===== src/rtl/mmv_ram_test_pkg.sv =====
// Shared types and sizing helpers for the memory data-bus test session controller.
package mmv_ram_test_pkg;

    typedef enum logic [2:0] {
        S_IDLE     = 3'd0,
        S_CLEAR    = 3'd1,
        S_WAIT_RDY = 3'd2,
        S_START    = 3'd3,
        S_RUN      = 3'd4,
        S_CHECK    = 3'd5,
        S_FINISH   = 3'd6
    } state_t;

    localparam int unsigned DEF_TIMEOUT = 65536;

    // Watchdog holds values 0..timeout-1; keep at least one bit for tiny limits.
    function automatic int unsigned wd_width(input int unsigned timeout);
        return (timeout > 2) ? $clog2(timeout) : 1;
    endfunction

    localparam int unsigned DEF_WD_W = wd_width(DEF_TIMEOUT);

endpackage


===== src/rtl/mmv_ram_test_ctrl.sv =====
// Session controller for the memory data-bus tester: sequences clear/start,
// counts iterations and faults, guards each phase with a watchdog, reports a verdict.
//
// state    | meaning
// ---------+-----------------------------------------------------------
// IDLE     | waiting for run; verdict of last session held
// CLEAR    | one-cycle tester clear
// WAIT_RDY | waiting for tester ready, watchdog running
// START    | one-cycle tester start
// RUN      | tester busy; count faults, wait for done, watchdog running
// CHECK    | iteration completed; decide next iteration or finish
// FINISH   | one-cycle session end (sdone, verdict), tester cleared if cut short
module mmv_ram_test_ctrl
    import mmv_ram_test_pkg::*;
#(
    parameter int CWIDTH        = 16,
    parameter int TIMEOUT       = 65536,
    parameter bit STOP_ON_FAULT = 1'b0
) (
    input  logic              reset,
    input  logic              clk,
    input  logic              run,
    input  logic              abort,
    input  logic [CWIDTH-1:0] iters,
    output logic              busy,
    output logic              sdone,
    output logic              spass,
    output logic [CWIDTH-1:0] iter_cnt,
    output logic [CWIDTH-1:0] fault_cnt,
    output logic              timeout,
    output logic              t_clear,
    output logic              t_start,
    input  logic              t_ready,
    input  logic              t_fault,
    input  logic              t_done
);

    localparam int WDW = wd_width(TIMEOUT);
    localparam logic [WDW-1:0]    WD_LOAD = WDW'(TIMEOUT - 1);
    localparam logic [CWIDTH-1:0] CMAX    = '1;

    state_t            state, state_nxt;
    logic [WDW-1:0]    wd;
    logic [CWIDTH-1:0] iters_lat;
    logic [CWIDTH-1:0] iter_inc, iter_nxt, fault_nxt;
    logic              aborted, aborted_nxt, timeout_nxt;
    logic              accept, wd_exp, fin_clear, to_timeout, to_abort;
    logic              busy_d, sdone_d, spass_d, t_clear_d, t_start_d;

    assign accept   = (state == S_IDLE) && run;
    assign wd_exp   = (wd == '0);
    assign iter_inc = (iter_cnt == CMAX) ? iter_cnt : iter_cnt + CWIDTH'(1);

    always_ff @(posedge clk) begin
        if (reset) state <= S_IDLE;
        else       state <= state_nxt;
    end

    always_comb begin
        state_nxt  = state;
        fin_clear  = 1'b0;
        to_timeout = 1'b0;
        to_abort   = 1'b0;
        if (abort && state != S_IDLE && state != S_FINISH) begin
            state_nxt = S_FINISH;
            fin_clear = 1'b1;
            to_abort  = 1'b1;
        end else begin
            case (state)
                S_IDLE:     if (run) state_nxt = S_CLEAR;
                S_CLEAR:    state_nxt = S_WAIT_RDY;
                S_WAIT_RDY: begin
                    if (t_ready) begin
                        state_nxt = S_START;
                    end else if (wd_exp) begin
                        state_nxt  = S_FINISH;
                        fin_clear  = 1'b1;
                        to_timeout = 1'b1;
                    end
                end
                S_START:    state_nxt = S_RUN;
                S_RUN: begin
                    if (STOP_ON_FAULT && t_fault) begin
                        state_nxt = S_FINISH;
                        fin_clear = 1'b1;
                    end else if (t_done) begin
                        state_nxt = S_CHECK;
                    end else if (wd_exp) begin
                        state_nxt  = S_FINISH;
                        fin_clear  = 1'b1;
                        to_timeout = 1'b1;
                    end
                end
                S_CHECK: begin
                    if (iters_lat != '0 && iter_inc == iters_lat) state_nxt = S_FINISH;
                    else                                          state_nxt = S_WAIT_RDY;
                end
                S_FINISH:   state_nxt = S_IDLE;
                default:    state_nxt = S_IDLE;
            endcase
        end
    end

    always_comb begin
        iter_nxt  = iter_cnt;
        fault_nxt = fault_cnt;
        if (accept) begin
            iter_nxt  = '0;
            fault_nxt = '0;
        end else begin
            if (state == S_CHECK) iter_nxt = iter_inc;
            if (state == S_RUN && t_fault && fault_cnt != CMAX) fault_nxt = fault_cnt + CWIDTH'(1);
        end
        timeout_nxt = accept ? 1'b0 : (timeout | to_timeout);
        aborted_nxt = accept ? 1'b0 : (aborted | to_abort);

        busy_d    = (state_nxt != S_IDLE) && (state_nxt != S_FINISH);
        sdone_d   = (state_nxt == S_FINISH);
        t_clear_d = (state_nxt == S_CLEAR) || fin_clear;
        t_start_d = (state_nxt == S_START);

        spass_d = spass;
        if (accept)                      spass_d = 1'b0;
        else if (state_nxt == S_FINISH)  spass_d = (fault_nxt == '0) && !timeout_nxt && !aborted_nxt;
    end

    // Watchdog reloads on every phase entry and counts down while the phase persists.
    always_ff @(posedge clk) begin
        if (reset) begin
            wd        <= '0;
            iters_lat <= '0;
            iter_cnt  <= '0;
            fault_cnt <= '0;
            timeout   <= 1'b0;
            aborted   <= 1'b0;
            busy      <= 1'b0;
            sdone     <= 1'b0;
            spass     <= 1'b0;
            t_clear   <= 1'b0;
            t_start   <= 1'b0;
        end else begin
            if ((state == S_WAIT_RDY || state == S_RUN) && state_nxt == state)
                wd <= wd - WDW'(1);
            else
                wd <= WD_LOAD;
            if (accept) iters_lat <= iters;
            iter_cnt  <= iter_nxt;
            fault_cnt <= fault_nxt;
            timeout   <= timeout_nxt;
            aborted   <= aborted_nxt;
            busy      <= busy_d;
            sdone     <= sdone_d;
            spass     <= spass_d;
            t_clear   <= t_clear_d;
            t_start   <= t_start_d;
        end
    end

endmodule

===== config.mk =====
export PLATFORM = sky130hd
export DESIGN_NAME = mmv_ram_test_ctrl
export DESIGN_NICKNAME = d
export VERILOG_FILES = /design/src/rtl/mmv_ram_test_pkg.sv /design/src/rtl/mmv_ram_test_ctrl.sv
export SDC_FILE = /design/constraint.sdc
export NUM_CORES = 1
export LEC_CHECK = 0
export ABC_AREA = 1
export BUFFER_PORTS_ARGS = -buffer_cell sky130_fd_sc_hd__buf_4
export CAP_MARGIN = 20
export CORE_AREA = 4 4 100 102
export CTS_CLUSTER_DIAMETER = 120
export DETAILED_ROUTE_END_ITERATION = 16
export DIE_AREA = 0 0 104 106
export PLACE_DENSITY = 0.67
export SYNTH_ARGS = -nofsm -noshare
export SYNTH_HDL_FRONTEND = slang
export SYNTH_SLANG_ARGS = --single-unit
export TNS_END_PERCENT = 10

===== constraint.sdc =====
create_clock -name clk -period 2.48 [get_ports clk]
set_input_delay 0.372 -clock clk [delete_from_list [all_inputs] [get_ports clk]]
set_output_delay 0.372 -clock clk [all_outputs]
set_load 0.05 [all_outputs]

# == Word level (Yosys, flattened, before mapping) ==
# Cells that the tools add are included.
# word_totals
ff_bits,74
inputBits,23
wordCells,72
# op_classes
n_addsub,3
eq_ne,14
n_mux,20
reduce_logical,21
bitwise,2
# ops
operator,count
16-bit two-way mux,4
16-bit by 1-bit adder with 16-bit output (second input constant),2
16-bit logical NOT,2
3-bit two-way mux,6
3-bit one-hot mux with 6 select lines,1
16-bit == test,1
16-bit == test (second input constant),1
16-bit != test (second input constant),1
16-bit nonzero test,1
16-bit by 1-bit subtractor with 16-bit output (second input constant),1
1-bit logical AND,10
3-bit by 2-bit == test with 1-bit output (second input constant),3
3-bit == test (second input constant),3
1-bit two-way mux,8
3-bit by 1-bit == test with 1-bit output (second input constant),2
3-bit != test (second input constant),2
3-bit nonzero test,2
3-bit == test,1
3-bit logical NOT,1
1-bit logical NOT,2
1-bit logical OR,2
1-bit bitwise OR,2
1-bit one-hot mux with 2 select lines,1
2-bit OR reduction,1

# == Depth between registers and ports, before layout ==
# Gate-level depths: netlist of run 1.
# logic_depth
word_depth,10
mapped_depth,20

# == Worst setup path after synthesis of run 1 ==
# Ideal clock, no wire load.
# synth_timing
path_kind,flip-flop to flip-flop
startpoint,register iter_cnt[1]
endpoint,register wd[10]
setup_ns,0.109
arrival_time_ns,2.490
n_path_buf,2
period_less_slack_ns,2.599
stages_incl_launch_ff,21
slack_ns,-0.119
path_cell_list,dfxtp_1 ha_1 nand2_2 nor2_4 nand2_4 nor2_4 inv_2 buf_6 nand2_1 nand2_1 nand2_1 nor2_1 nand3_1 nor2_1 nand2_2 nand3_4 nand2_4 buf_6 nand3_2 nand2_1 inv_1
# synth_between
elab_chain_cells,10
word_cells_on_any_way,11
classes_between,1 x add/sub; 3 x eq/ne; 5 x mux; 2 x reduce/logical
# synth_rtl
item,line_no,text
from (decl),mmv_ram_test_ctrl.sv:28,"output logic [CWIDTH-1:0] iter_cnt,"
from (signal assigned),mmv_ram_test_ctrl.sv:147,iter_cnt <= iter_nxt;
16-bit by 1-bit adder with 16-bit output or 16-bit == test (tied branches),mmv_ram_test_ctrl.sv:52,assign iter_inc = (iter_cnt == CMAX) ? iter_cnt : iter_cnt + CWIDTH'(1);
16-bit two-way mux *,mmv_ram_test_ctrl.sv:52,
16-bit == test *,mmv_ram_test_ctrl.sv:95,if (iters_lat != '0 && iter_inc == iters_lat) state_nxt = S_FINISH;
1-bit logical AND *,mmv_ram_test_ctrl.sv:95,
3-bit two-way mux *,mmv_ram_test_ctrl.sv:95,
3-bit one-hot mux with 6 select lines *,mmv_ram_test_ctrl.sv:69,case (state)
3-bit two-way mux *,mmv_ram_test_ctrl.sv:64,if (abort && state != S_IDLE && state != S_FINISH) begin
3-bit == test *,mmv_ram_test_ctrl.sv:142,if ((state == S_WAIT_RDY || state == S_RUN) && state_nxt == state)
1-bit logical AND *,mmv_ram_test_ctrl.sv:142,
16-bit two-way mux *,mmv_ram_test_ctrl.sv:142,
to (signal assigned),mmv_ram_test_ctrl.sv:143,wd <= wd - WDW'(1);
to (decl),mmv_ram_test_ctrl.sv:43,logic [WDW-1:0] wd;
# Mark *: on every way between the ends. The rest lies on a longest branch, timed or not.
# A chain may end at the register's enable or synchronous reset.

# == Worst setup path after layout of run 1 ==
# layout_timing
startpoint,register iter_cnt[0]
endpoint,register wd[1]
# The elaborated chain is that of the path after synthesis.

==> results.sh, run 1 <==
export IMPL_gr_usage_all_layers=0.214
export IMPL_power_density_nw_per_um2=832
export IMPL_nets=798
export IMPL_hpwlAfterDp_um=8870
export IMPL_worst_skew_pair_late_latency_ps=350
export IMPL_synthToLayoutAreaGrowth_pct=24.8
export IMPL_die_h_um=106
export IMPL_worst_hold_path_endpoint="iters_lat[9]"
export IMPL_max_slew_margin_rel=0.699
export IMPL_synthSimpleGateAreaFrac=0.366
export IMPL_grt_max_degree=35
export IMPL_whs_path_depth=3
export IMPL_cpPeakStageDelay_ps=370
export IMPL_dp_slack_ps=-33.3
export IMPL_die_x_um=104
export IMPL_r2r_start="iter_cnt[0]"
export IMPL_synth_yosys_warnings=0
export IMPL_cts_tree="built"
export IMPL_fmax_mhz=419
export IMPL_worstSetupPathType="reg -> reg"
export IMPL_ys_types=36
export IMPL_arrival_ps=2670
export IMPL_ios=61
export IMPL_ir_drop_v=0.000537
export IMPL_syn_area_per_cell_um2=6.42
export IMPL_post_synth_top_count_cell="nand2_1"
export IMPL_cts_buffer_depth=2
export IMPL_dr_first_iter_drc_count=315
export IMPL_core_area_um2=9110
export IMPL_vias_per_cell=5.21
export IMPL_critPathCaptureType="flip-flop"
export IMPL_port_buffers=60
export IMPL_syn_inst=691
export IMPL_slew_violations=0
export IMPL_setup_viol=0
export IMPL_yosys_area_top_type_share=0.334
export IMPL_syn_area_um2=4440
export IMPL_final_util=0.608
export IMPL_r2r_end="wd[1]"
export IMPL_wl_per_cell_um=13.7
export IMPL_async_reset_ff_frac=0
export IMPL_cp_required_ps=2760
export IMPL_num_rows=35
export IMPL_synth_xor_area_frac=0.0609
export IMPL_hold_slack_ps=307
export IMPL_min_from="iters[9]"
export IMPL_nFillCells=865
export IMPL_status="finished, final reports clean"
export IMPL_finalHoldViolations=0
export IMPL_clk_pin_slew_ps=80
export IMPL_synth_compound_area_frac=0.109
export IMPL_synthTopCellsByArea="dfxtp_1, nand2_1, inv_1"
export IMPL_critical_path_slowest_cell="dfxtp_4"
export IMPL_remaining_drc_errors=0
export IMPL_cp_start_kind="flip-flop"
export IMPL_cap_violations=0
export IMPL_worst_slack_ps=93.1
export IMPL_setup_tns_ps=0
export IMPL_n_antenna_cell=0
export IMPL_rsz0062_at_grt="yes"
export IMPL_critPathMaxFanout=8
export IMPL_leakage_nw=2.69
export IMPL_ys_seq_area_frac=0.334
export IMPL_worst_path_buf_inv=3
export IMPL_synth_nets=717
export IMPL_synthAdderAreaFrac=0.00846
export IMPL_initial_utilization=0.487
export IMPL_vias=4618
export IMPL_drtPass1Iterations=5
export IMPL_finalCritPeriodShare=0.962
export IMPL_overflow=0
export IMPL_fin_crit_ps=2390
export IMPL_ys_flop_type="dfxtp_1"
export IMPL_cts_hold_buffers=0
export IMPL_clock_sinks=74
export IMPL_ant_nets=0
export IMPL_gp_congestion=0.938
export IMPL_dp_cells=860
export IMPL_layout_cells_non_filler=887
export IMPL_hold_path_class="in -> reg"
export IMPL_antenna_found_initial=0
export IMPL_die_area_um2=11000
export IMPL_synth_top_family_by_area="simple AND/OR/NAND/NOR gates"
export IMPL_grt_first_pass_wirelength_um=19400
export IMPL_final_layout_size_suffix_gt1_frac=0.220
export IMPL_clock_skew_ps=18.2
export IMPL_rrSetupSlack_ps=90
export IMPL_critPathTopFamily="simple AND/OR/NAND/NOR gates"
export IMPL_ys_ff_latch=74
export IMPL_synth_edff_count=0
export IMPL_h_tree_depth=3
export IMPL_yosysTopAreaCell="dfxtp_1"
export IMPL_worstPathCellList="ha_4, nand2_2, nor2_4, nand2_4, nor2_4, clkinv_4, buf_6, o21ai_2, xor2_1, nand3_1, nor2_2, nand2_2, nand3_4, nand2_8, nand3_1, nand2_1, inv_1"
export IMPL_r2r_cells=17
export IMPL_wl_um=12200
export IMPL_first_global_vias=4084
export IMPL_ys_top_cells_by_count="nand2_1, inv_1, nor2_1"
export IMPL_cts_root_buf="clkbuf_8"
export IMPL_numCtsBuffers=9
export IMPL_synthMuxAreaShare=0
export IMPL_worst_pin_slew_ps=451
-- how the worst max path moves through the flow --
stage,cells past startpoint,end,start
after detailed placement,16,wd[1],iter_cnt[1]
after global placement,15,wd[0],iter_cnt[8]
after floorplan,16,spass,fault_cnt[1]
after global routing,19,wd[3],iter_cnt[0]
after CTS,19,wd[1],iter_cnt[1]
final,17,wd[1],iter_cnt[0]
-- state kept, by name (all words and copies together), names as in the netlist --
name,count
fault_cnt,16
t_clear,1
wd,16
timeout,1
state,3
spass,1
aborted,1
t_start,1
iters_lat,16
busy,1
sdone,1
iter_cnt,16
-- through the flow --
| stage | cell area, um^2 | total power [mW] |
|---|---|---|
| 2_1_floorplan | 4440 | 2.89 |
| 3_3_place_gp | 5060 | 3.28 |
| 3_5_place_dp | 5060 | 3.32 |
| 6_report | 5540 | 4.60 |
| 4_1_cts | 5300 | 4.45 |
| 5_1_grt | 5540 | 4.92 |
-- placed cells by master, fill, tap and decap left out, types with 2 or more instances in the layout --
cell type | netlist | routed
a21oi_1 | 38 | 38
a31oi_1 | 2 | 2
buf_4 | 1 | 86
buf_6 | 2 | 2
bufinv_16 | 0 | 3
clkbuf_8 | 0 | 9
clkinv_4 | 0 | 2
dfxtp_1 | 74 | 61
dfxtp_2 | 0 | 9
dfxtp_4 | 0 | 4
ha_1 | 3 | 2
inv_1 | 114 | 114
inv_2 | 3 | 2
nand2_1 | 163 | 158
nand2_2 | 7 | 12
nand2_4 | 3 | 2
nand2_8 | 0 | 2
nand3_1 | 62 | 55
nand3_2 | 11 | 18
nand4_1 | 17 | 17
nor2_1 | 76 | 71
nor2_2 | 2 | 5
nor2_4 | 3 | 5
nor3_1 | 8 | 8
o21a_1 | 4 | 3
o21ai_0 | 41 | 39
or2_2 | 2 | 2
xnor2_1 | 9 | 9
xor2_1 | 20 | 19
xor2_2 | 1 | 2
-- layout make-up --
type | instances | area (um^2) | share of cell area
Tap cell | 111 | 139 | 0.0251
Sequential cell | 74 | 1510 | 0.272
Inverter | 118 | 448 | 0.0809
Clock inverter | 5 | 104 | 0.0188
Clock buffer | 10 | 128 | 0.0231
Multi-Input combinational cell | 481 | 2540 | 0.459
Timing Repair Buffer | 88 | 668 | 0.121
-- layer usage --
layer | share of wire | global-route usage | vias to the layer above | routed length, um
li1 | - | - | 2340 | -
met1 | 0.47 | 0.303 | 2104 | 5690
met2 | 0.45 | 0.339 | 162 | 5530
met3 | 0.066 | 0.0316 | 12 | 799
met4 | 0.012 | 0.0636 | 0 | 140
met5 | 0 | 0 | - | 0
-- timing repair --
action	CTS	global route
gates resized for setup	3	45
endpoints found under the hold margin	0	0
pin swaps	0	9
buffers inserted	0	11
gates cloned	0	1
endpoints found under the setup margin	16	19
-- report_power, final --
| part | switching, mW | internal [mW] |
|---|---|---|
| logic | 1.28 | 0.633 |
| clock network | 0.465 | 0.664 |
| registers | 0.156 | 1.41 |
-- logic make-up after synthesis --
kind of cell / Yosys count
buffers and inverters: 137
and+or+nand+nor: 356
DFF: 74
xor gates and xnor gates: 30
adders and majority gates: 3
AOI/OAI and AO/OA: 91
-- worst min-delay path, cell delays in order --
cell and delay, ps:
buf_4 70, o21ai_0 70, a21oi_1 100
(Power assumes the default switching activity.)
==> inputs of run 2 (changes only) <==
MAX_ROUTING_LAYER = met4   (was default)
==> results.sh, run 2 (synthesis gave the netlist of run 1 again) <==
export IMPL_status="finished, final reports clean"
export IMPL_synthToLayoutAreaGrowth_pct=24.4
export IMPL_critical_path_slowest_cell="dfxtp_4"
export IMPL_layout_cells_non_filler=886
export IMPL_cts_hold_buffers=0
export IMPL_dp_cells=860
export IMPL_final_seq_area_um2=1500
export IMPL_num_rows=35
export IMPL_critPathMaxFanout=8
export IMPL_mostFrequentLayoutCells="nand2_1, inv_1, buf_4, nor2_1, dfxtp_1"
export IMPL_critPathCaptureType="flip-flop"
export IMPL_die_h_um=106
export IMPL_power_density_nw_per_um2=827
export IMPL_worst_slack_ps=100
export IMPL_cp_required_ps=2720
export IMPL_finalCritPeriodShare=0.960
export IMPL_fin_crit_ps=2380
export IMPL_die_x_um=104
export IMPL_overflow=0
export IMPL_final_layout_size_suffix_gt1_frac=0.213
export IMPL_clock_skew_ps=17.4
export IMPL_core_area_um2=9110
export IMPL_wl_per_cell_um=13.4
export IMPL_antenna_found_initial=0
export IMPL_first_global_vias=4098
export IMPL_rrSetupSlack_ps=100
export IMPL_setup_viol=0
export IMPL_worst_pin_slew_ps=453
export IMPL_dr_first_iter_drc_count=291
export IMPL_cpPeakStageDelay_ps=390
export IMPL_rsz0062_at_grt="yes"
export IMPL_cap_violations=0
export IMPL_cts_tree="built"
export IMPL_clk_pin_slew_ps=80
export IMPL_vias_per_cell=5.14
export IMPL_port_buffers=60
export IMPL_clock_sinks=74
export IMPL_cts_root_buf="clkbuf_8"
export IMPL_final_common_cell="nand2_1"
export IMPL_leakage_nw=2.68
export IMPL_hold_path_class="in -> reg"
export IMPL_die_area_um2=11000
export IMPL_drtPass1Iterations=5
export IMPL_nFillCells=859
export IMPL_ir_drop_v=0.000523
export IMPL_worstPathCellList="ha_4, nand2_2, nor2_4, nand2_4, nor2_4, clkinv_4, buf_8, nand2_1, nand2_1, nand2_1, nor2_1, nand3_1, nor2_2, nand2_2, nand3_4, nand2_8, nand3_2, nand2_2, inv_1"
export IMPL_ant_nets=0
export IMPL_max_slew_margin_rel=0.698
export IMPL_worstSetupPathType="reg -> reg"
export IMPL_initial_utilization=0.487
export IMPL_remaining_drc_errors=0
export IMPL_ios=61
export IMPL_arrival_ps=2620
export IMPL_worst_skew_pair_late_latency_ps=340
export IMPL_gr_usage_all_layers=0.218
export IMPL_vias=4555
export IMPL_numCtsBuffers=9
export IMPL_place_area_um2=5060
export IMPL_p_total_mw=4.56
export IMPL_n_antenna_cell=0
export IMPL_multi_input_area_um2=2530
export IMPL_grt_max_degree=35
export IMPL_finish_instance_area_um2=5520
export IMPL_nets=797
export IMPL_wl_um=11800
export IMPL_gp_congestion=0.936
export IMPL_final_util=0.606
export IMPL_h_tree_depth=3
export IMPL_dp_slack_ps=-79.7
export IMPL_hpwlAfterDp_um=8850
export IMPL_slew_violations=0
export IMPL_fmax_mhz=420
export IMPL_cts_buffer_depth=2
export IMPL_cp_start_kind="flip-flop"
export IMPL_finalHoldViolations=0
export IMPL_grt_first_pass_wirelength_um=19400
==> run 2: cell types whose count changed in the layout (fill, tap and decap cells not counted), sizes merged <==
cell    delta
inv        +1
buf        -1
clkbuf     +1
clkinv     -2
==> run 2: area by class of cell <==
type	instances	share of cell area
clock buffer	11	0.0256
clock inverter	4	0.0179
inverter	118	0.0812
multi-input combinational	481	0.458
sequential	74	0.272
tap	111	0.0252
timing repair buffer	87	0.120
==> run 2: worst paths after layout <==
path	cells after the start	startpoint	endpoint
worst max-delay path	19	iter_cnt[0]	wd[5]
worst min register to register	3	wd[0]	wd[0]
worst max register to register	19	iter_cnt[0]	wd[5]
worst min-delay path	3	iters[9]	iters_lat[9]
==> run 2: stage by stage <==
| stage | setup TNS [ps] | hold slack [ps] |
|---|---|---|
| after global routing | -680 | 308 |
| after floorplan | -63.1 | 457 |
| after global placement | 0 | 482 |
| final | 0 | 309 |
| after CTS | 0 | 302 |
| after detailed placement | -911 | 483 |
==> run 2: timing repair <==
item	in CTS	in global routing
endpoints found under the hold margin	0	0
endpoints found under the setup margin	16	19
cloned	0	1
gates resized for setup	3	39
setup buffers	0	10
pin swaps	0	5
==> run 2: power breakdown <==
| group | switching (mW) | internal [mW] |
|---|---|---|
| logic | 1.25 | 0.601 |
| registers | 0.155 | 1.41 |
| clock network | 0.459 | 0.696 |
==> run 2: worst max-delay path, delay by kind of cell (launching register included) <==
kind	cells	cell delay, ps
DFF	1	390
buffers and inverters	3	310
and+or+nand+nor	15	1400
adders and majority gates	1	150
==> run 2: per-layer routing <==
layer	share of wire	GRT usage	up-vias
met3	0.057	0.0346	10
met5	0	-	-
met2	0.45	0.338	133
li1	-	-	2352
met1	0.48	0.303	2060
met4	0.0091	0.0437	0
==> inputs of run 3 (changes only) <==
--- a/config.mk
+++ b/config.mk
@@ -10,8 +10,8 @@
 export CAP_MARGIN = 20
-export CORE_AREA = 4 4 100 102
+export CORE_AREA = 4 4 139 74
 export CTS_CLUSTER_DIAMETER = 120
 export DETAILED_ROUTE_END_ITERATION = 16
-export DIE_AREA = 0 0 104 106
+export DIE_AREA = 0 0 143 78
 export MAX_ROUTING_LAYER = met4
-export PLACE_DENSITY = 0.67
+export PLACE_DENSITY = 0.7
 export SYNTH_ARGS = -nofsm -noshare
==> constraint.sdc (replaced) <==
create_clock -name clk -period 2.48 [get_ports clk]
set_input_delay 0.248 -clock clk [delete_from_list [all_inputs] [get_ports clk]]
set_output_delay 0.248 -clock clk [all_outputs]
set_load 0.05 [all_outputs]
==> results.sh, run 3 (synthesis gave the netlist of run 1 again) <==
export IMPL_setup_tns_ps=0
export IMPL_cap_violations=0
export IMPL_worst_slack_ps=51.2
export IMPL_final_common_cell="nand2_1"
export IMPL_num_rows=25
export IMPL_hold_slack_ps=200
export IMPL_vias=4739
export IMPL_gr_usage_all_layers=0.249
export IMPL_port_buffers=60
export IMPL_worst_path_buf_inv=3
export IMPL_grt_first_pass_wirelength_um=21000
export IMPL_cts_tree="built"
export IMPL_cp_start_kind="flip-flop"
export IMPL_status="finished, final reports clean"
export IMPL_ios=61
export IMPL_layout_cells_non_filler=904
export IMPL_fmax_mhz=412
export IMPL_die_h_um=78
export IMPL_critPathCaptureType="flip-flop"
export IMPL_leakage_nw=2.78
export IMPL_fin_crit_ps=2430
export IMPL_switching_share=0.421
export IMPL_worst_skew_pair_late_latency_ps=330
export IMPL_dp_cells=880
export IMPL_vias_per_cell=5.24
export IMPL_grt_max_degree=37
export IMPL_seq_power_share=0.330
export IMPL_antenna_found_initial=0
export IMPL_nets=806
export IMPL_intPower_mw=2.75
export IMPL_core_area_um2=9170
export IMPL_finalCritPeriodShare=0.979
export IMPL_die_x_um=143
export IMPL_hold_path_class="in -> reg"
export IMPL_setup_viol=0
export IMPL_clk_pin_slew_ps=60
export IMPL_dp_slack_ps=-95.7
export IMPL_critPathMaxFanout=8
export IMPL_p_sw_mw=2.00
export IMPL_die_area_um2=11200
export IMPL_r2r_cells=19
export IMPL_cts_root_buf="clkbuf_16"
export IMPL_initial_utilization=0.484
export IMPL_ir_drop_v=0.000489
export IMPL_drtPass1Iterations=5
export IMPL_wl_um=13800
export IMPL_clock_sinks=74
export IMPL_max_slew_margin_rel=0.695
export IMPL_mostFrequentLayoutCells="nand2_1, inv_1, buf_4, nor2_1, dfxtp_1"
export IMPL_power_density_nw_per_um2=833
export IMPL_final_layout_size_suffix_gt1_frac=0.231
export IMPL_critical_path_slowest_cell="dfxtp_4"
export IMPL_finish_instance_area_um2=5710
export IMPL_first_global_vias=4132
export IMPL_rsz0062_at_grt="yes"
export IMPL_clock_skew_ps=5.54
export IMPL_worstPathCellList="ha_4, nand2_4, nor2_4, nand2_4, nor2_4, clkinv_4, buf_12, nand2_8, nand2_2, nand2_1, nor2_2, nand3_1, nor2_2, nand2_2, nand3_4, nand2_8, nand3_1, nand2_1, inv_1"
export IMPL_finalHoldViolations=0
export IMPL_critPathTopFamily="simple AND/OR/NAND/NOR gates"
export IMPL_multi_input_area_um2=2590
export IMPL_final_util=0.623
export IMPL_wl_per_cell_um=15.3
export IMPL_p_total_mw=4.76
export IMPL_comb_power_share=0.421
export IMPL_cp_depth=19
export IMPL_cts_buffer_depth=2
export IMPL_power_frac_clock=0.249
export IMPL_dr_first_iter_drc_count=479
export IMPL_numCtsBuffers=9
export IMPL_place_area_um2=5160
export IMPL_worst_pin_slew_ps=457
export IMPL_cpPeakStageDelay_ps=380
export IMPL_worstSetupPathType="reg -> reg"
export IMPL_final_seq_area_um2=1500
export IMPL_overflow=0
export IMPL_arrival_ps=2660
export IMPL_slew_violations=0
export IMPL_remaining_drc_errors=0
export IMPL_cp_required_ps=2710
export IMPL_h_tree_depth=3
export IMPL_hpwlAfterDp_um=10300
export IMPL_synthToLayoutAreaGrowth_pct=28.8
export IMPL_ant_nets=0
export IMPL_nFillCells=849
export IMPL_n_antenna_cell=0
export IMPL_gp_congestion=0.975
export IMPL_whs_path_depth=3
==> run 3: changes by cell type in the layout (fill, tap and decap cells not counted), sizes merged <==
cell	before	now
inv	117	116
clkinvlp	0	1
clkinv	2	4
buf	87	96
bufinv	3	0
==> run 3: final timing paths <==
path | slack (ps) | endpoint | start
worst max-delay path | 50 | wd[0] | iter_cnt[1]
worst min register to register | 500 | iters_lat[9] | iters_lat[9]
worst max register to register | 50 | wd[0] | iter_cnt[1]
worst min-delay path | 200 | iters_lat[4] | iters[4]
==> run 3: area by class of cell <==
| class | count | share of cell area |
|---|---|---|
| inverters | 118 | 0.0784 |
| repair buffers | 96 | 0.133 |
| multi-input cells | 481 | 0.453 |
| well taps | 121 | 0.0265 |
| clock buffers | 11 | 0.0425 |
| flip-flops and latches | 74 | 0.263 |
| clock inverters | 3 | 0.00307 |
==> run 3: power by group through the flow <==
| stage | clock, mW | combinational [mW] | sequential [mW] |
|---|---|---|---|
| floorplan | 0 | 1.16 | 1.72 |
| global placement | 0 | 1.79 | 1.58 |
| detailed placement | 0 | 1.81 | 1.58 |
| CTS | 1.19 | 1.82 | 1.56 |
| global route | 1.25 | 2.20 | 1.59 |
| finish | 1.18 | 2.00 | 1.57 |
==> run 3: repair_timing <==
action,4_1_cts,5_1_grt
buffers inserted,0,9
pin swaps,0,14
gates cloned,0,1
hold buffers,0,0
endpoints found under the hold margin,0,0
endpoints found under the setup margin,17,19
gates resized for setup,3,57
==> run 3: metal layers <==
metal / GRT usage / wire length [um]
met2: 0.289 / 5130
met4: 0.0655 / 151
met1: 0.389 / 6910
met3: 0.0831 / 1620
met5: - / 0
==> run 3: worst reg2reg max path, stage by stage, from the launching register on <==
cell      delay (ps)
dfxtp_4          380
ha_4             170
nand2_4           60
nor2_4           170
nand2_4           90
nor2_4           130
clkinv_4         130
buf_12           170
nand2_8           80
nand2_2           50
nand2_1           80
nor2_2            50
nand3_1           90
nor2_2            50
nand2_2           90
nand3_4          170
nand2_8          190
nand3_1           90
nand2_1           70
inv_1             40
